### src/rtl/led_pkg.sv
// Shared encodings for the LED scanner: display modes, scan direction and
// the pattern each mode starts from.
package led_pkg;

  typedef enum logic [1:0] {
    MODE_SHIFT    = 2'b00,
    MODE_PINGPONG = 2'b01,
    MODE_COUNT    = 2'b10,
    MODE_BLINK    = 2'b11
  } mode_e;

  typedef enum logic {
    DIR_UP   = 1'b0,
    DIR_DOWN = 1'b1
  } dir_e;

  localparam logic [7:0] PAT_SHIFT    = 8'h01;
  localparam logic [7:0] PAT_PINGPONG = 8'h01;
  localparam logic [7:0] PAT_COUNT    = 8'h00;
  localparam logic [7:0] PAT_BLINK    = 8'h55;

  function automatic logic [7:0] init_pat(mode_e m);
    logic [7:0] p;
    case (m)
      MODE_SHIFT:    p = PAT_SHIFT;
      MODE_PINGPONG: p = PAT_PINGPONG;
      MODE_COUNT:    p = PAT_COUNT;
      default:       p = PAT_BLINK;
    endcase
    return p;
  endfunction

endpackage

### src/rtl/led_scanner_btn_edge.sv
// Push-button front end: 2-flop synchronizer plus registered rising-edge
// pulse, one cycle wide, three edges after the input rises.
module btn_edge (
  input  logic clk,
  input  logic rstn,
  input  logic btn_i,
  output logic press_o
);

  logic       sync1_q, sync2_q, prev_q, armed_q, pulse_q;
  logic [1:0] prime_q;

  // A rise only counts once a genuine low level has made it through the
  // synchronizer, so a button held across reset release never fires.
  always_ff @(posedge clk or negedge rstn) begin
    if (!rstn) begin
      sync1_q <= 1'b0;
      sync2_q <= 1'b0;
      prev_q  <= 1'b0;
      prime_q <= 2'b00;
      armed_q <= 1'b0;
      pulse_q <= 1'b0;
    end else begin
      sync1_q <= btn_i;
      sync2_q <= sync1_q;
      prev_q  <= sync2_q;
      prime_q <= {prime_q[0], 1'b1};
      armed_q <= armed_q | (prime_q[1] & ~sync2_q);
      pulse_q <= armed_q & sync2_q & ~prev_q;
    end
  end

  assign press_o = pulse_q;

endmodule

### src/rtl/led_scanner.sv
// Eight-LED pattern scanner: prescaled tick, four display modes cycled by
// SW1, pause toggled by SW2.
module led_scanner
  import led_pkg::*;
#(
  parameter int PRESC_BITS = 22
) (
  input  logic clk,
  input  logic rstn,
  input  logic SW1,
  input  logic SW2,
  output logic LED0,
  output logic LED1,
  output logic LED2,
  output logic LED3,
  output logic LED4,
  output logic LED5,
  output logic LED6,
  output logic LED7
);

  localparam logic [PRESC_BITS-1:0] PRESC_ONE = 1;

  logic                  sw1_press, sw2_press, tick;
  logic [PRESC_BITS-1:0] presc_q, presc_d;
  mode_e                 mode_q, mode_d;
  dir_e                  dir_q, dir_d;
  logic [7:0]            pat_q, pat_d;
  logic                  paused_q, paused_d;

  btn_edge u_sw1 (.clk(clk), .rstn(rstn), .btn_i(SW1), .press_o(sw1_press));
  btn_edge u_sw2 (.clk(clk), .rstn(rstn), .btn_i(SW2), .press_o(sw2_press));

  assign tick = ~paused_q & (&presc_q);

  always_ff @(posedge clk or negedge rstn) begin
    if (!rstn) begin
      presc_q  <= '0;
      mode_q   <= MODE_SHIFT;
      dir_q    <= DIR_UP;
      pat_q    <= PAT_SHIFT;
      paused_q <= 1'b0;
    end else begin
      presc_q  <= presc_d;
      mode_q   <= mode_d;
      dir_q    <= dir_d;
      pat_q    <= pat_d;
      paused_q <= paused_d;
    end
  end

  always_comb begin
    mode_d   = mode_q;
    presc_d  = presc_q;
    paused_d = paused_q ^ sw2_press;
    if (sw1_press) begin
      mode_d  = mode_e'(mode_q + 2'd1);
      presc_d = '0;
    end else if (!paused_q) begin
      presc_d = presc_q + PRESC_ONE;
    end
  end

  // A mode change takes priority over a tick landing in the same cycle.
  always_comb begin
    pat_d = pat_q;
    dir_d = dir_q;
    if (sw1_press) begin
      pat_d = init_pat(mode_d);
      dir_d = DIR_UP;
    end else if (tick) begin
      case (mode_q)
        MODE_SHIFT: pat_d = {pat_q[6:0], pat_q[7]};
        MODE_PINGPONG: begin
          if (dir_q == DIR_UP) begin
            if (pat_q[7]) begin
              dir_d = DIR_DOWN;
              pat_d = 8'h40;
            end else begin
              pat_d = pat_q << 1;
            end
          end else begin
            if (pat_q[0]) begin
              dir_d = DIR_UP;
              pat_d = 8'h02;
            end else begin
              pat_d = pat_q >> 1;
            end
          end
        end
        MODE_COUNT: pat_d = pat_q + 8'd1;
        default:    pat_d = ~pat_q;
      endcase
    end
  end

  assign {LED7, LED6, LED5, LED4, LED3, LED2, LED1, LED0} = pat_q;

endmodule

### config.mk
export PLATFORM = sky130hd
export DESIGN_NAME = led_scanner
export DESIGN_NICKNAME = d
export VERILOG_FILES = /design/src/rtl/led_pkg.sv /design/src/rtl/led_scanner_btn_edge.sv /design/src/rtl/led_scanner.sv
export SDC_FILE = /design/constraint.sdc
export NUM_CORES = 1
export LEC_CHECK = 0
export ABC_AREA = 0
export CORE_MARGIN = 2
export CORE_UTILIZATION = 55
export DETAILED_ROUTE_END_ITERATION = 10
export DONT_BUFFER_PORTS = 1
export GPL_TIMING_DRIVEN = 0
export PLACE_DENSITY_LB_ADDON = 0.15
export SKIP_CTS_REPAIR_TIMING = 1
export SLEW_MARGIN = 5
export SYNTH_ARGS = -nofsm -noshare
export SYNTH_HDL_FRONTEND = slang
export SYNTH_SLANG_ARGS = --single-unit
### constraint.sdc
create_clock -name clk -period 6.3 [get_ports clk]
set_input_delay 1.26 -clock clk [delete_from_list [all_inputs] [get_ports clk]]
set_output_delay 1.26 -clock clk [all_outputs]
set_load 0.02 [all_outputs]
After elaboration in Yosys (flattened, before gate mapping)
Index checks and enable logic that the tools add are counted.
{ "word_totals": {"regBits": 48, "latch_bits": 0, "mem_bits_rw": 0, "rom_bits": 0, "in_bits": 4, "word_cells": 64, "n_memories": 0} }
{ "classes": {"add_sub_neg": 3, "mul": 0, "div_mod_pow": 0, "n_lt_le_gt_ge": 0, "n_eq_ne": 5, "shifts": 0, "n_mux": 16, "bitwise": 16, "reduce_logical": 7} }
{ "op_table": {"columns": ["operator", "count"], "rows": [
  ["2-to-1 mux 22 bit", 2],
  ["2-to-1 mux 8 bit", 4],
  ["one-hot mux 8 bit (3 select lines)", 1],
  ["adder 22 x 1 -> 22 bit (second input constant)", 1],
  ["AND reduction 22 bit", 1],
  ["one-hot mux 7 bit (2 select lines)", 1],
  ["adder 8 x 1 -> 8 bit (second input constant)", 1],
  ["inverter 8 bit", 1],
  ["bitwise AND 1 bit", 7],
  ["2-to-1 mux 7 bit", 1],
  ["2-to-1 mux 1 bit", 6],
  ["inverter 1 bit", 5],
  ["equality test 2 x 1 -> 1 bit (second input constant)", 2],
  ["equality test 2 bit (second input constant)", 2],
  ["logical NOT 2 bit", 2],
  ["nonzero test 2 bit", 2],
  ["adder 2 x 1 -> 2 bit (second input constant)", 1],
  ["2-to-1 mux 2 bit", 1],
  ["inequality test 2 x 1 -> 1 bit (second input constant)", 1],
  ["bitwise OR 1 bit", 2],
  ["AND reduction 2 bit", 1],
  ["OR reduction 2 bit", 1],
  ["bitwise XOR 1 bit", 1]
]} }

Depth between registers and ports, before layout
Gate-level depths: netlist (run 1).
{ "depth": {"word_depth": 6, "ltp_mapped": 8} }

Cells and area by module
Synthesis (run 1) repeated with hierarchy kept, for this count alone.
{ "unflattened": {"cells_unflattened": 248, "area_unflattened_um2": 2461.1} }
{ "modules_own_cells": {"columns": ["module", "instances", "cells_per_inst", "area_per_inst_um2", "seq_area_each_um2"], "rows": [
  ["led_scanner", 1, 224, 2065.7, 852.1],
  ["btn_edge", 2, 12, 197.7, 175.2]
]} }

Worst setup path after synthesis (run 1)
Ideal clock, no wire load.
{ "synth_timing": {"path_kind": "reg2reg", "start": "register paused_q", "end": "register pat_q[1]", "setup_time_ps": 139, "arrival_ps": 1888, "required_time_ps": 6161, "slack_ps": 4274, "path_stages_with_launch": 8, "path_buffers": 2, "synth_period_minus_slack_ps": 2026, "cell_sequence": "dfrtp_1 > buf_6 > and4b_1 > nand3_2 > or4_4 > buf_6 > a2111oi_2 > nor4_1"} }
{ "synth_between": {"elab_chain_cells": 3} }
{ "synth_rtl": {"columns": ["item", "line", "rtl"], "rows": [
  ["start: declaration", "led_scanner.sv:29", "logic paused_q, paused_d;"],
  ["start signal: assignment", "led_scanner.sv:48", "paused_q <= paused_d;"],
  ["inverter 1 bit", "led_scanner.sv:34", "assign tick = ~paused_q & (&presc_q);"],
  ["bitwise AND 1 bit", "led_scanner.sv:34", null],
  ["nonzero test 2 bit (no line)", null, null],
  ["end signal: assignment", "led_scanner.sv:47", "pat_q <= pat_d;"],
  ["end: declaration", "led_scanner.sv:28", "logic [7:0] pat_q, pat_d;"]
]} }
No other way between the ends.
A chain may end at the register's enable or synchronous reset.

Final worst setup path (run 1)
{ "layout_timing": {"start": "register presc_q[0]", "end": "register pat_q[3]"} }
{ "layout_between": {"elab_chain_cells": 3} }
{ "layout_rtl": {"columns": ["item", "line", "rtl"], "rows": [
  ["start: declaration", "led_scanner.sv:25", "logic [PRESC_BITS-1:0] presc_q, presc_d;"],
  ["start signal: assignment", "led_scanner.sv:44", "presc_q <= presc_d;"],
  ["AND reduction 22 bit", "led_scanner.sv:34", null],
  ["bitwise AND 1 bit", "led_scanner.sv:34", null],
  ["nonzero test 2 bit (no line)", null, null]
]} }
No other way between the ends.

==> qor.log, run 1 <==
qor: power_and_ir_drop.overall_power_of_the_completed_layout 0.000791 W
qor: cts.cts_buffer_depth 2
qor: cts.clk_pin_slew 100 ps
qor: yosys.postSynth.asyncResetShare 1.00
qor: timing.rsz0062_at_grt false
qor: timing.timing.fmax 417 MHz
qor: yosys.synth_ff_type sky130_fd_sc_hd__dfrtp_1
qor: job.drv_cap 0
qor: yosys.post_synth_num_cell_types 52
qor: power_and_ir_drop.power.internal 0.000495 W
qor: yosys.synthMuxAreaShare 0.0124
qor: detailed_routing.post-route-drc-count 0
qor: yosys.synthesis.area_per_instance 9.74 µm²
qor: power_and_ir_drop.seq_power_share 0.469
qor: cts.tritoncts.num_buffers 5
qor: global_routing.grt_max_degree 47
qor: hold_path.worstHoldPathType register to register
qor: yosys.yosys.area_share.simple 0.215
qor: yosys.synth.ff_latch_count 46
qor: worst_setup_path.crit_path_max_incr_delay 830 ps
qor: yosys.post-synth-top-count-cell sky130_fd_sc_hd__dfrtp_1
qor: cts.insertion_delay 300 ps
qor: power_and_ir_drop.power.clock.fraction 0.249
qor: floorplan.area_of_the_die 0.00494 mm²
qor: worst_setup_path.path_class register to register
qor: detailed_routing.detail_route.wl_per_cell 15.1 µm
qor: timing.timing.setup.tns 0 ps
qor: yosys.synthTopCellsByCount sky130_fd_sc_hd__dfrtp_1, sky130_fd_sc_hd__nor2_1, sky130_fd_sc_hd__nand2_1
qor: place.io_buffer_count 0
qor: floorplan.start_util 0.562
qor: floorplan.number_of_core_rows 24
qor: power_and_ir_drop.switching_power 0.000296 W
qor: detailed_routing.drt-total-wl 4650 µm
qor: power_and_ir_drop.power_per_cell_area 307 mW/mm²
qor: timing.fin_crit_sh 0.381
qor: global_routing.vias_in_the_first_global_route 1,686
qor: cts.clock_tree_from_tritoncts yes
qor: worst_setup_path.worstPathMaxFanout 9
qor: yosys.yosysTopAreaCellShare 0.466
qor: layout.total_non_filler_cell_area_in_the_finished_layout 0.00258 mm²
qor: worst_setup_path.critPathRequiredTime 6530 ps
qor: timing.worst_max_slew_pin_slew 927 ps
qor: power_and_ir_drop.cellLeakagePower 1.09 nW
qor: cts.clock-sinks 46
qor: layout.finalCoreUtilization 0.600
qor: layout.syn2layout_area_growth 6.74%
qor: worst_setup_path.arrival 2630 ps
qor: yosys.synth.net_count 259
qor: layout.final_nets 266
qor: power_and_ir_drop.power_frac_comb 0.282
qor: yosys.yosysSeqAreaShare 0.477
qor: timing.hold_violations 0
qor: yosys.synth-warning-count 0
qor: place.dp.final_hpwl 3050 µm
qor: yosys.syn_inst 248
qor: yosys.synth_top_family_by_area simple AND/OR/NAND/NOR gates
qor: timing.drv_slew 0
qor: cts.clock_tree.root_cell sky130_fd_sc_hd__clkbuf_8
qor: outcome.status finished clean
qor: yosys.synthDominantAreaCellType sky130_fd_sc_hd__dfrtp_1
qor: layout.n_antenna_cell 0
qor: global_routing.grt_pass1_wl 8150 µm
qor: yosys.yosys.area_share.xor_xnor 0.0725
qor: floorplan.io_pins 12
qor: floorplan.die_h 70.3 µm
qor: detailed_routing.drt_iter0_markers 162
qor: yosys.synth.area.top_cells sky130_fd_sc_hd__dfrtp_1, sky130_fd_sc_hd__xor2_1, sky130_fd_sc_hd__nor2_1, sky130_fd_sc_hd__ha_1, sky130_fd_sc_hd__nand2_1
qor: detailed_routing.routed_via_density 5.96
qor: place.globalplace.congestion 0.829
qor: worst_setup_path.crit_path_top_delay_cell sky130_fd_sc_hd__nor4_2
qor: worst_setup_path.timing.critical_path.to_type register
qor: yosys.synth-edff-count 0
qor: worst_setup_path.crit_path_start_kind register
qor: global_routing.grt_remaining_overflow 0
qor: global_routing.grt.total_usage 0.208
qor: timing.slew_headroom 0.377
qor: worst_setup_path.worstPathCellList ha_1 > and4b_1 > nand3_2 > nor4_2 > o2111ai_1 > a21oi_1
qor: detailed_routing.detail-route-antenna-nets 0
qor: power_and_ir_drop.power_switching_share 0.375
qor: yosys.synthesis.area 0.00241 mm²
qor: power_and_ir_drop.ir_drop 0.198 mV
qor: detailed_routing.routed-via-count 1,836
qor: detailed_routing.detail_route.first_pass.iterations 5
qor: timing.fin_skew 7.42 ps
qor: timing.finalSetupViolCount 0
qor: timing.tmin_final 2400 ps
qor: yosys.synth-compound-area-share 0.140
qor: global_routing.grt_antenna_before_repair 0
qor: yosys.synth_adder_area_share 0.0363
qor: layout.fraction_of_layout_cells_with_a_size_suffix_above_1 0.0664
qor: floorplan.core_area 0.00429 mm²
qor: timing.final.hold.worst_slack 357 ps
qor: place.placed_area 0.00248 mm²
qor: floorplan.die_width 70.3 µm
qor: cts.cts_max_level 2
flip-flops by register name, summed over array words and instances, names as in the netlist:
signal         cells
u_sw1.press_o      1
u_sw2.sync1_q      1
u_sw1.sync2_q      1
u_sw2.sync2_q      1
u_sw1.prime_q      1
mode_q             2
u_sw1.sync1_q      1
u_sw2.armed_q      1
pat_q              8
u_sw2.prime_q      1
u_sw2.prev_q       1
dir_q              1
paused_q           1
u_sw1.prev_q       1
u_sw2.press_o      1
u_sw1.armed_q      1
presc_q           22
cells in the final DEF (no fill, tap or decap), drive strengths merged, types with 2 or more instances in the layout:
cell and n:
nand4 9, inv 11, xnor2 6, clkbuf 14
nor2b 3, o31ai 2, ha 7, nand3 14
or3 4, nand2 20, buf 7, o2111ai 2
dfrtp 45, nor2 28, and3 5, a21oi 9
a31oi 4, nor4 4, mux2i 3, xor2 14
and4 3, a21o 2, a2111oi 2, o21ai 11
a311oi 2, nor3 2
worst max-delay path: cells and delay by family, from the launching register on:
family          cells  cell delay, ps
fa+ha+maj           1             220
simple gates        3            1210
flops               1             400
compound gates      2             480
metal layers:
layer / GRT usage / wire, µm / share of wire / vias to the layer above
li1: - / - / - / 894
met1: 0.324 / 2340 / 0.50 / 880
met2: 0.286 / 2030 / 0.44 / 53
met3: 0.0404 / 203 / 0.044 / 9
met4: 0.0791 / 72 / 0.015 / 0
met5: 0 / 0 / 0 / -
power by group through the flow:
stage | Clock (W) | Sequential, W | Combinational (W)
finish | 0.000197 | 0.000371 | 0.000223
global route | 0.000219 | 0.000376 | 0.000250
CTS | 0.000204 | 0.000371 | 0.000220
detailed placement | 0 | 0.000377 | 0.000217
global placement | 0 | 0.000374 | 0.000213
floorplan | 0 | 0.000368 | 0.000175
worst paths after layout:
kind / cells after the start / from / endpoint / slack, ps
setup / recovery: 6 / presc_q[0] / pat_q[3] / 3900
hold / removal: 0 / u_sw1.sync1_q / u_sw1.sync2_q / 360
setup reg to reg: 6 / presc_q[0] / pat_q[3] / 3900
hold reg to reg: 0 / u_sw1.sync1_q / u_sw1.sync2_q / 360
max in group asynchronous: 0 / rstn / pat_q[0] / 5490
min in group asynchronous: 0 / rstn / dir_q / 630
through the flow:
stage                     instances  setup WS, ps
after CTS                       308          3960
after detailed placement        300          4000
after global placement          300          4020
after floorplan                 248          4270
after global routing            308          3800
final                           308          3900
cell type report:
type	instances	area, µm²
clock inverters	3	28.8
inverters	9	33.8
clock buffers	5	68.8
plain buffers	16	75.1
fillers	375	1720
well taps	52	65.1
flip-flops and latches	46	1150
multi-input cells	177	1150
kinds of logic after synthesis:
| logic type | count (synthesis) |
|---|---|
| multiplexers | 3 |
| other | 1 |
| flip-flops | 46 |
| adder cells (fa/ha/maj) | 7 |
| AO/OA/AOI/OAI | 46 |
| buffers and inverters | 25 |
| AND/OR/NAND/NOR | 100 |
| XOR/XNOR | 20 |
No activity file was read; power rests on OpenSTA's default activity.
==> run 2, diff against run 1 <==
--- a/config.mk
+++ b/config.mk
@@ -5,7 +5,7 @@
 export SDC_FILE = /design/constraint.sdc
 export NUM_CORES = 1
 export LEC_CHECK = 0
-export ABC_AREA = 0
+export ABC_AREA = 1
 export CORE_MARGIN = 2
 export CORE_UTILIZATION = 55
 export DETAILED_ROUTE_END_ITERATION = 10
==> constraint.sdc (replaced) <==
create_clock -name clk -period 2.5 [get_ports clk]
set_input_delay 0.5 -clock clk [delete_from_list [all_inputs] [get_ports clk]]
set_output_delay 0.5 -clock clk [all_outputs]
set_load 0.02 [all_outputs]
==> run 2 against run 1 <==
Design area is 14% higher. First-iteration DRC count up 12%. Synthesized area up 12%. Sequential share of layout area shrank 5.6 points. Clock skew grew 4.8 ps. Highest routed layer unchanged.
==> qor.log, run 2 <==
qor: outcome.status finished clean [unchanged]
qor: layout.final_nets 395 [was 266]
qor: yosys.synth-edff-count 0 [unchanged]
qor: timing.hold_violations 0 [unchanged]
qor: yosys.synth_adder_area_share 0.0324 [was 0.0363]
qor: floorplan.die_width 74.1 µm [was 70.3 µm]
qor: yosys.synthMuxAreaShare 0 [was 0.0124]
qor: worst_setup_path.worstRegToRegCells 10 [was 6]
qor: global_routing.grt.total_usage 0.220 [was 0.208]
qor: global_routing.vias_in_the_first_global_route 2,004 [was 1,686]
qor: yosys.synthesis.area_per_instance 7.18 µm² [was 9.74 µm²]
qor: layout.most-common-layout-cells sky130_fd_sc_hd__nand2_1, sky130_fd_sc_hd__dfrtp_1, sky130_fd_sc_hd__nor2_1, sky130_fd_sc_hd__inv_1, sky130_fd_sc_hd__nand3_1 [was sky130_fd_sc_hd__dfrtp_1, sky130_fd_sc_hd__nor2_1, sky130_fd_sc_hd__nand2_1, sky130_fd_sc_hd__xor2_1, sky130_fd_sc_hd__nand3_1]
qor: worst_setup_path.path_class register to register [unchanged]
qor: detailed_routing.detail_route.first_pass.iterations 4 [was 5]
qor: cts.insertion_delay 310 ps [was 300 ps]
qor: worst_setup_path.worst-r2r-setup-slack 700 ps [was 3900 ps]
qor: yosys.synth.net_count 387 [was 259]
qor: layout.syn2layout_area_growth 9.22% [was 6.74%]
qor: detailed_routing.routed_via_density 5.10 [was 5.96]
qor: timing.tmin_final 1800 ps [was 2400 ps]
qor: global_routing.use_met2 0.313 [was 0.286]
qor: timing.timing.setup.tns 0 ps [unchanged]
qor: global_routing.grt_max_degree 47 [unchanged]
qor: layout.top_regs presc_q x22, pat_q x8, mode_q x2 [unchanged]
qor: floorplan.start_util 0.572 [was 0.562]
qor: cts.clock_tree_from_tritoncts yes [unchanged]
qor: yosys.synth-compound-area-share 0.101 [was 0.140]
qor: detailed_routing.detail-route-antenna-nets 0 [unchanged]
qor: yosys.synthesis.area 0.00270 mm² [was 0.00241 mm²]
qor: layout.largest-register presc_q [unchanged]
qor: yosys.post-synth-top-count-cell sky130_fd_sc_hd__nand2_1 [was sky130_fd_sc_hd__dfrtp_1]
qor: worst_setup_path.worstPathMaxFanout 8 [was 9]
qor: yosys.yosys.area_share.xor_xnor 0.00649 [was 0.0725]
qor: yosys.yosys.area_share.simple 0.354 [was 0.215]
qor: floorplan.core_area 0.00472 mm² [was 0.00429 mm²]
qor: floorplan.area_of_the_die 0.00549 mm² [was 0.00494 mm²]
qor: power_and_ir_drop.ir_drop 0.498 mV [was 0.198 mV]
qor: global_routing.grt_util_met3 0.0461 [was 0.0404]
qor: worst_setup_path.r2r-end pat_q[2] [was pat_q[3]]
qor: cts.cts_max_level 2 [unchanged]
qor: layout.n_antenna_cell 0 [unchanged]
qor: global_routing.grt_antenna_before_repair 0 [unchanged]
qor: detailed_routing.post-route-drc-count 0 [unchanged]
qor: global_routing.global_route.usage.met1 0.333 [was 0.324]
qor: global_routing.global_route.peak_usage_layer met1 [unchanged]
qor: yosys.synth_ff_type sky130_fd_sc_hd__dfrtp_1 [unchanged]
qor: hold_path.worstHoldPathType input pin to asynchronous set/reset pin [was register to register]
qor: global_routing.grt_pass1_wl 9240 µm [was 8150 µm]
qor: cts.tritoncts.num_buffers 5 [unchanged]
qor: timing.drv_slew 0 [unchanged]
qor: layout.finalCoreUtilization 0.624 [was 0.600]
qor: layout.mostFrequentLayoutCell sky130_fd_sc_hd__nand2_1 [was sky130_fd_sc_hd__dfrtp_1]
qor: place.place_ws 739 ps [was 4000 ps]
qor: timing.rsz0062_at_grt false [unchanged]
qor: timing.finalSetupViolCount 0 [unchanged]
qor: yosys.post_synth_num_cell_types 31 [was 52]
qor: detailed_routing.detail_route.wl_per_cell 12.2 µm [was 15.1 µm]
qor: detailed_routing.routed-via-count 2,304 [was 1,836]
qor: timing.fin_crit_sh 0.719 [was 0.381]
qor: detailed_routing.drt-total-wl 5500 µm [was 4650 µm]
qor: detailed_routing.drt_iter0_markers 181 [was 162]
qor: timing.fin_ws 704 ps [was 3900 ps]
qor: cts.clk_pin_slew 90 ps [was 100 ps]
qor: yosys.synth-warning-count 0 [unchanged]
qor: place.dp.final_hpwl 3870 µm [was 3050 µm]
qor: timing.fin_skew 12.2 ps [was 7.42 ps]
qor: yosys.yosysSeqAreaShare 0.427 [was 0.477]
qor: yosys.synthTopCellsByCount sky130_fd_sc_hd__nand2_1, sky130_fd_sc_hd__dfrtp_1, sky130_fd_sc_hd__nor2_1 [was sky130_fd_sc_hd__dfrtp_1, sky130_fd_sc_hd__nor2_1, sky130_fd_sc_hd__nand2_1]
qor: floorplan.die_h 74.1 µm [was 70.3 µm]
qor: cts.clock-sinks 46 [unchanged]
qor: worst_setup_path.timing.critical_path.to_type register [unchanged]
qor: yosys.synth_top_family_by_area simple AND/OR/NAND/NOR gates [unchanged]
qor: timing.timing.fmax 557 MHz [was 417 MHz]
qor: floorplan.number_of_core_rows 25 [was 24]
qor: global_routing.grt_remaining_overflow 0 [unchanged]
qor: place.io_buffer_count 0 [unchanged]
qor: worst_setup_path.crit_path_start_kind register [unchanged]
qor: yosys.synth.area.top_cells sky130_fd_sc_hd__dfrtp_1, sky130_fd_sc_hd__nand2_1, sky130_fd_sc_hd__nand3_1, sky130_fd_sc_hd__nor2_1, sky130_fd_sc_hd__inv_1 [was sky130_fd_sc_hd__dfrtp_1, sky130_fd_sc_hd__xor2_1, sky130_fd_sc_hd__nor2_1, sky130_fd_sc_hd__ha_1, sky130_fd_sc_hd__nand2_1]
qor: cts.cts_buffer_depth 2 [unchanged]
qor: layout.final.fill_count 407 [was 375]
qor: place.globalplace.congestion 0.929 [was 0.829]
qor: worst_setup_path.crit_end pat_q[2] [was pat_q[3]]
qor: worst_setup_path.critPathRequiredTime 2700 ps [was 6530 ps]
qor: floorplan.io_pins 12 [unchanged]
qor: worst_setup_path.arrival 1990 ps [was 2630 ps]
qor: power_and_ir_drop.power_per_cell_area 712 mW/mm² [was 307 mW/mm²]
qor: layout.largest_reg_flops 22 [unchanged]
qor: yosys.synthDominantAreaCellType sky130_fd_sc_hd__dfrtp_1 [unchanged]
qor: job.drv_cap 0 [unchanged]
qor: layout.fraction_of_layout_cells_with_a_size_suffix_above_1 0.0831 [was 0.0664]
qor: yosys.synth.ff_latch_count 46 [unchanged]
qor: yosys.postSynth.asyncResetShare 1.00 [unchanged]
qor: power_and_ir_drop.cellLeakagePower 1.38 nW [was 1.09 nW]
qor: cts.clock_tree.root_cell sky130_fd_sc_hd__clkbuf_8 [unchanged]
qor: yosys.yosysTopAreaCellShare 0.417 [was 0.466]
qor: worst_setup_path.crit_path_start presc_q[0] [unchanged]
qor: yosys.syn_inst 376 [was 248]
qor: worst_setup_path.crit-reg2reg-launch presc_q[0] [unchanged]
## run 2: per-stage QoR
step | area [µm²] | std cells | hold WS (ps) | total power [W]
6_report | 2950 | 452 | 26.0 | 0.00210
5_1_grt | 2950 | 452 | 11.3 | 0.00223
4_1_cts | 2920 | 451 | -135 | 0.00209
3_5_place_dp | 2780 | 443 | 206 | 0.00142
3_3_place_gp | 2780 | 443 | 206 | 0.00142
2_1_floorplan | 2700 | 376 | 204 | 0.00131
## run 2: power breakdown
group / switching [W] / total [W] / internal, W
registers: 0.000122 / 0.000941 / 0.000820
clock network: 0.000263 / 0.000663 / 0.000400
logic: 0.000333 / 0.000495 / 0.000162
total: 0.000718 / 0.00210 / 0.00138
## run 2: worst min-delay path by stage
stage | start | endpoint | slack (ps) | cells after the start
after floorplan | rstn | dir_q | 200 | 0
after global placement | rstn | presc_q[11] | 210 | 0
after detailed placement | rstn | presc_q[11] | 210 | 0
after CTS | rstn | pat_q[1] | -140 | 0
after global routing | rstn | pat_q[0] | 10 | 0
final | rstn | pat_q[1] | 30 | 1
## run 2: worst max-delay path, stage by stage, from the launching register on
cell and delay, ps:
sky130_fd_sc_hd__dfrtp_1 470, sky130_fd_sc_hd__ha_1 220, sky130_fd_sc_hd__nand2_1 80, sky130_fd_sc_hd__nor2_1 180, sky130_fd_sc_hd__nand2_1 80, sky130_fd_sc_hd__nor2_1 120
sky130_fd_sc_hd__nand3_1 90, sky130_fd_sc_hd__nand2_2 150, sky130_fd_sc_hd__inv_1 170, sky130_fd_sc_hd__nand2_1 90, sky130_fd_sc_hd__nand2_1 60
## run 2: cells by family (layout without fill, tap and decap cells)
kind of cell,Yosys count,after routing
simple gates,219,219
buf+inv,52,61
compound gates,49,49
flops,46,46
fa+ha+maj,7,7
xor+xnor,2,2
other cells,1,1
## run 2: area by class of cell
| type | instances | area (µm²) | share of cell area |
|---|---|---|---|
| Buffer | 8 | 42.5 | 0.0144 |
| Clock buffer | 5 | 68.8 | 0.0233 |
| Clock inverter | 3 | 68.8 | 0.0233 |
| Inverter | 44 | 168 | 0.0569 |
| Multi-Input combinational cell | 278 | 1340 | 0.454 |
| Sequential cell | 46 | 1150 | 0.391 |
| Tap cell | 67 | 83.8 | 0.0284 |
| Timing Repair Buffer | 1 | 27.5 | 0.00933 |
## run 2: layer usage
metal	vias up	part of all wire	wire length, µm
met3	8	0.049	272
met5	-	0	0
met2	47	0.43	2350
li1	1212	-	-
met1	1037	0.51	2800
met4	0	0.015	80
==> run 3, diff against run 2 <==
==> constraint.sdc (replaced) <==
create_clock -name clk -period 1.49 [get_ports clk]
set_input_delay 0.298 -clock clk [delete_from_list [all_inputs] [get_ports clk]]
set_output_delay 0.298 -clock clk [all_outputs]
set_load 0.02 [all_outputs]
==> run 3 against run 2 <==
The flow now finishes with violations (negative setup slack). Die area did not move. Register-to-register slack got worse by 920 ps. Final cell count is 2.2% higher. Non-clock buffer count up 10. Highest routed layer unchanged. Critical path depth unchanged.
==> qor.log, run 3 (synthesis results as in run 2) <==
qor: timing.fin_crit_sh 1.14 [was 0.719]
qor: worst_setup_path.worstRegToRegCells 10 [unchanged]
qor: worst_setup_path.path_class register to register [unchanged]
qor: floorplan.io_pins 12 [unchanged]
qor: layout.top_regs presc_q x22, pat_q x8, mode_q x2 [unchanged]
qor: power_and_ir_drop.power.internal 0.00208 W [was 0.00138 W]
qor: cts.clock_tree_from_tritoncts yes [unchanged]
qor: worst_setup_path.timing.critical_path.to_type register [unchanged]
qor: cts.cts_buffer_depth 2 [unchanged]
qor: place.globalplace.congestion 0.928 [was 0.929]
qor: floorplan.die_h 74.1 µm [unchanged]
qor: floorplan.start_util 0.572 [unchanged]
qor: worst_setup_path.crit_cells 10 [unchanged]
qor: power_and_ir_drop.cellLeakagePower 1.42 nW [was 1.38 nW]
qor: cts.clock_tree.root_cell sky130_fd_sc_hd__clkbuf_8 [unchanged]
qor: place.io_buffer_count 0 [unchanged]
qor: timing.drv_slew 0 [unchanged]
qor: detailed_routing.drt-total-wl 5860 µm [was 5500 µm]
qor: layout.largest_reg_flops 22 [unchanged]
qor: cts.insertion_delay 310 ps [about the same]
qor: global_routing.grt_remaining_overflow 0 [unchanged]
qor: worst_setup_path.path_common_cell sky130_fd_sc_hd__nand2_1 [unchanged]
qor: detailed_routing.routed_via_density 5.20 [was 5.10]
qor: layout.total_non_filler_cell_area_in_the_finished_layout 0.00309 mm² [was 0.00295 mm²]
qor: power_and_ir_drop.overall_power_of_the_completed_layout 0.00339 W [was 0.00210 W]
qor: place.place_inst 443 [unchanged]
qor: timing.finalSetupViolCount 10 [was 0]
qor: power_and_ir_drop.switching_power 0.00131 W [was 0.000718 W]
qor: layout.final_nets 405 [was 395]
qor: power_and_ir_drop.power_per_cell_area 1100 mW/mm² [was 712 mW/mm²]
qor: hold_path.worstHoldPathType register to register [was input pin to asynchronous set/reset pin]
qor: cts.cts_max_level 2 [unchanged]
qor: timing.fin_skew 16.6 ps [was 12.2 ps]
qor: floorplan.number_of_core_rows 25 [unchanged]
qor: detailed_routing.routed-via-count 2,402 [was 2,304]
qor: power_and_ir_drop.power_frac_comb 0.281 [was 0.236]
qor: global_routing.grt_antenna_before_repair 0 [unchanged]
qor: power_and_ir_drop.seq_power_share 0.469 [was 0.448]
qor: timing.fin_ws -214 ps [was 704 ps]
qor: cts.tritoncts.num_buffers 5 [unchanged]
qor: worst_setup_path.critical_path.n_buffers_inverters 1 [unchanged]
qor: layout.fraction_of_layout_cells_with_a_size_suffix_above_1 0.152 [was 0.0831]
qor: timing.timing.fmax 587 MHz [was 557 MHz]
qor: detailed_routing.detail_route.first_pass.iterations 5 [was 4]
qor: worst_setup_path.critical_path.top_delay_family simple AND/OR/NAND/NOR gates [unchanged]
qor: power_and_ir_drop.ir_drop 0.635 mV [was 0.498 mV]
qor: global_routing.vias_in_the_first_global_route 1,997 [was 2,004]
qor: timing.timing.setup.tns -1650 ps [was 0 ps]
qor: floorplan.area_of_the_die 0.00549 mm² [unchanged]
qor: worst_setup_path.critPathRequiredTime 1700 ps [was 2700 ps]
qor: worst_setup_path.crit_path_top_delay_cell sky130_fd_sc_hd__dfrtp_1 [unchanged]
qor: place.placed_area 0.00278 mm² [unchanged]
qor: detailed_routing.drt_iter0_markers 227 [was 181]
qor: global_routing.grt.total_usage 0.222 [was 0.220]
qor: worst_setup_path.worstPathMaxFanout 7 [was 8]
qor: worst_setup_path.arrival 1920 ps [was 1990 ps]
qor: layout.largest-register presc_q [unchanged]
qor: place.dp.final_hpwl 3920 µm [was 3870 µm]
qor: floorplan.die_width 74.1 µm [unchanged]
qor: power_and_ir_drop.power_switching_share 0.388 [was 0.342]
qor: worst_setup_path.crit_path_max_incr_delay 390 ps [was 470 ps]
qor: job.drv_cap 0 [unchanged]
qor: detailed_routing.post-route-drc-count 0 [unchanged]
qor: outcome.violations_in_the_final_reports negative setup slack
qor: timing.rsz0062_at_grt true [was false]
qor: outcome.status finished, violations left [was finished clean]
qor: worst_setup_path.worstPathCellList ha_2 > nand2_2 > nor2_4 > nand2_1 > nor2_1 > nand3_1 > nand2_4 > clkinvlp_4 > nand2_1 > nand2_1 [was ha_1 > nand2_1 > nor2_1 > nand2_1 > nor2_1 > nand3_1 > nand2_2 > inv_1 > nand2_1 > nand2_1]
qor: timing.final.hold.worst_slack 363 ps [was 26.0 ps]
qor: global_routing.grt_max_degree 47 [unchanged]
qor: layout.n_antenna_cell 0 [unchanged]
qor: layout.final.fill_count 410 [was 407]
qor: hold_path.whs_path_depth 0
qor: detailed_routing.detail-route-antenna-nets 0 [unchanged]
qor: layout.most-common-layout-cells sky130_fd_sc_hd__nand2_1, sky130_fd_sc_hd__dfrtp_1, sky130_fd_sc_hd__inv_1, sky130_fd_sc_hd__nor2_1, sky130_fd_sc_hd__nand3_1 [was sky130_fd_sc_hd__nand2_1, sky130_fd_sc_hd__dfrtp_1, sky130_fd_sc_hd__nor2_1, sky130_fd_sc_hd__inv_1, sky130_fd_sc_hd__nand3_1]
qor: floorplan.core_area 0.00472 mm² [unchanged]
qor: cts.clock-sinks 46 [unchanged]
qor: power_and_ir_drop.power.clock.fraction 0.250 [was 0.316]
qor: detailed_routing.detail_route.wl_per_cell 12.7 µm [was 12.2 µm]
qor: timing.tmin_final 1700 ps [was 1800 ps]
qor: worst_setup_path.crit_path_start_kind register [unchanged]
qor: layout.mostFrequentLayoutCell sky130_fd_sc_hd__nand2_1 [unchanged]
qor: global_routing.grt_pass1_wl 9360 µm [was 9240 µm]
qor: layout.number_of_standard_cells_in_the_final_layout_excluding_fillers 462 [was 452]
qor: timing.hold_violations 0 [unchanged]
qor: cts.clk_pin_slew 110 ps [was 90 ps]
qor: layout.syn2layout_area_growth 14.6% [was 9.22%]
run 3: cell count changes in the layout (fill, tap and decap cells not counted), sizes merged:
cell         previous run  this run
dlygate4sd3             0         3
clkinvlp                0         1
inv                    44        45
clkbuf                  8         7
bufinv                  2         0
buf                     6        14
run 3: layer usage:
| layer | wire, µm | part of all wire | GRT usage |
|---|---|---|---|
| met2 | 2630 | 0.45 | 0.326 |
| met5 | 0 | 0 | 0 |
| met1 | 2970 | 0.51 | 0.337 |
| met3 | 212 | 0.036 | 0.0420 |
| met4 | 46 | 0.0079 | 0.0606 |
run 3: worst register-to-register path, stage by stage, from the launching register on:
cell and delay [ps]:
sky130_fd_sc_hd__dfrtp_1 390, sky130_fd_sc_hd__ha_2 210, sky130_fd_sc_hd__nand2_2 80, sky130_fd_sc_hd__nor2_4 130, sky130_fd_sc_hd__nand2_1 60, sky130_fd_sc_hd__nor2_1 120
sky130_fd_sc_hd__nand3_1 140, sky130_fd_sc_hd__nand2_4 140, sky130_fd_sc_hd__clkinvlp_4 180, sky130_fd_sc_hd__nand2_1 110, sky130_fd_sc_hd__nand2_1 60
run 3: final cells by class:
class	instances	area (µm²)	area share
Multi-Input combinational cell	278	1420	0.459
Clock inverter	3	28.8	0.00930
Tap cell	67	83.8	0.0271
Sequential cell	46	1160	0.374
Timing Repair Buffer	12	118	0.0380
Buffer	7	41.3	0.0133
Inverter	44	176	0.0570
Clock buffer	5	68.8	0.0222
run 3: through the flow:
stage                     worst slack, ps   util
after floorplan                     -5.93      -
after global placement               -264  0.589
after detailed placement             -294  0.589
after CTS                            -314  0.610
after global routing                 -292  0.655
final                                -214  0.655
run 3: final timing paths:
kind | start | endpoint | slack [ps]
setup / recovery | presc_q[1] | pat_q[2] | -210
hold / removal | u_sw2.sync1_q | u_sw2.sync2_q | 360
setup reg to reg | presc_q[1] | pat_q[2] | -210
hold reg to reg | u_sw2.sync1_q | u_sw2.sync2_q | 360
max in group asynchronous | rstn | pat_q[0] | 740
min in group asynchronous | rstn | pat_q[1] | 480
run 3: power groups by stage:
stage / clock [W] / sequential [W] / combinational, W
after detailed placement: 0 / 0.00161 / 0.000790
final: 0.000847 / 0.00159 / 0.000953
after global routing: 0.000905 / 0.00161 / 0.00109
after CTS: 0.000870 / 0.00158 / 0.000794
after global placement: 0 / 0.00160 / 0.000778
after floorplan: 0 / 0.00157 / 0.000631
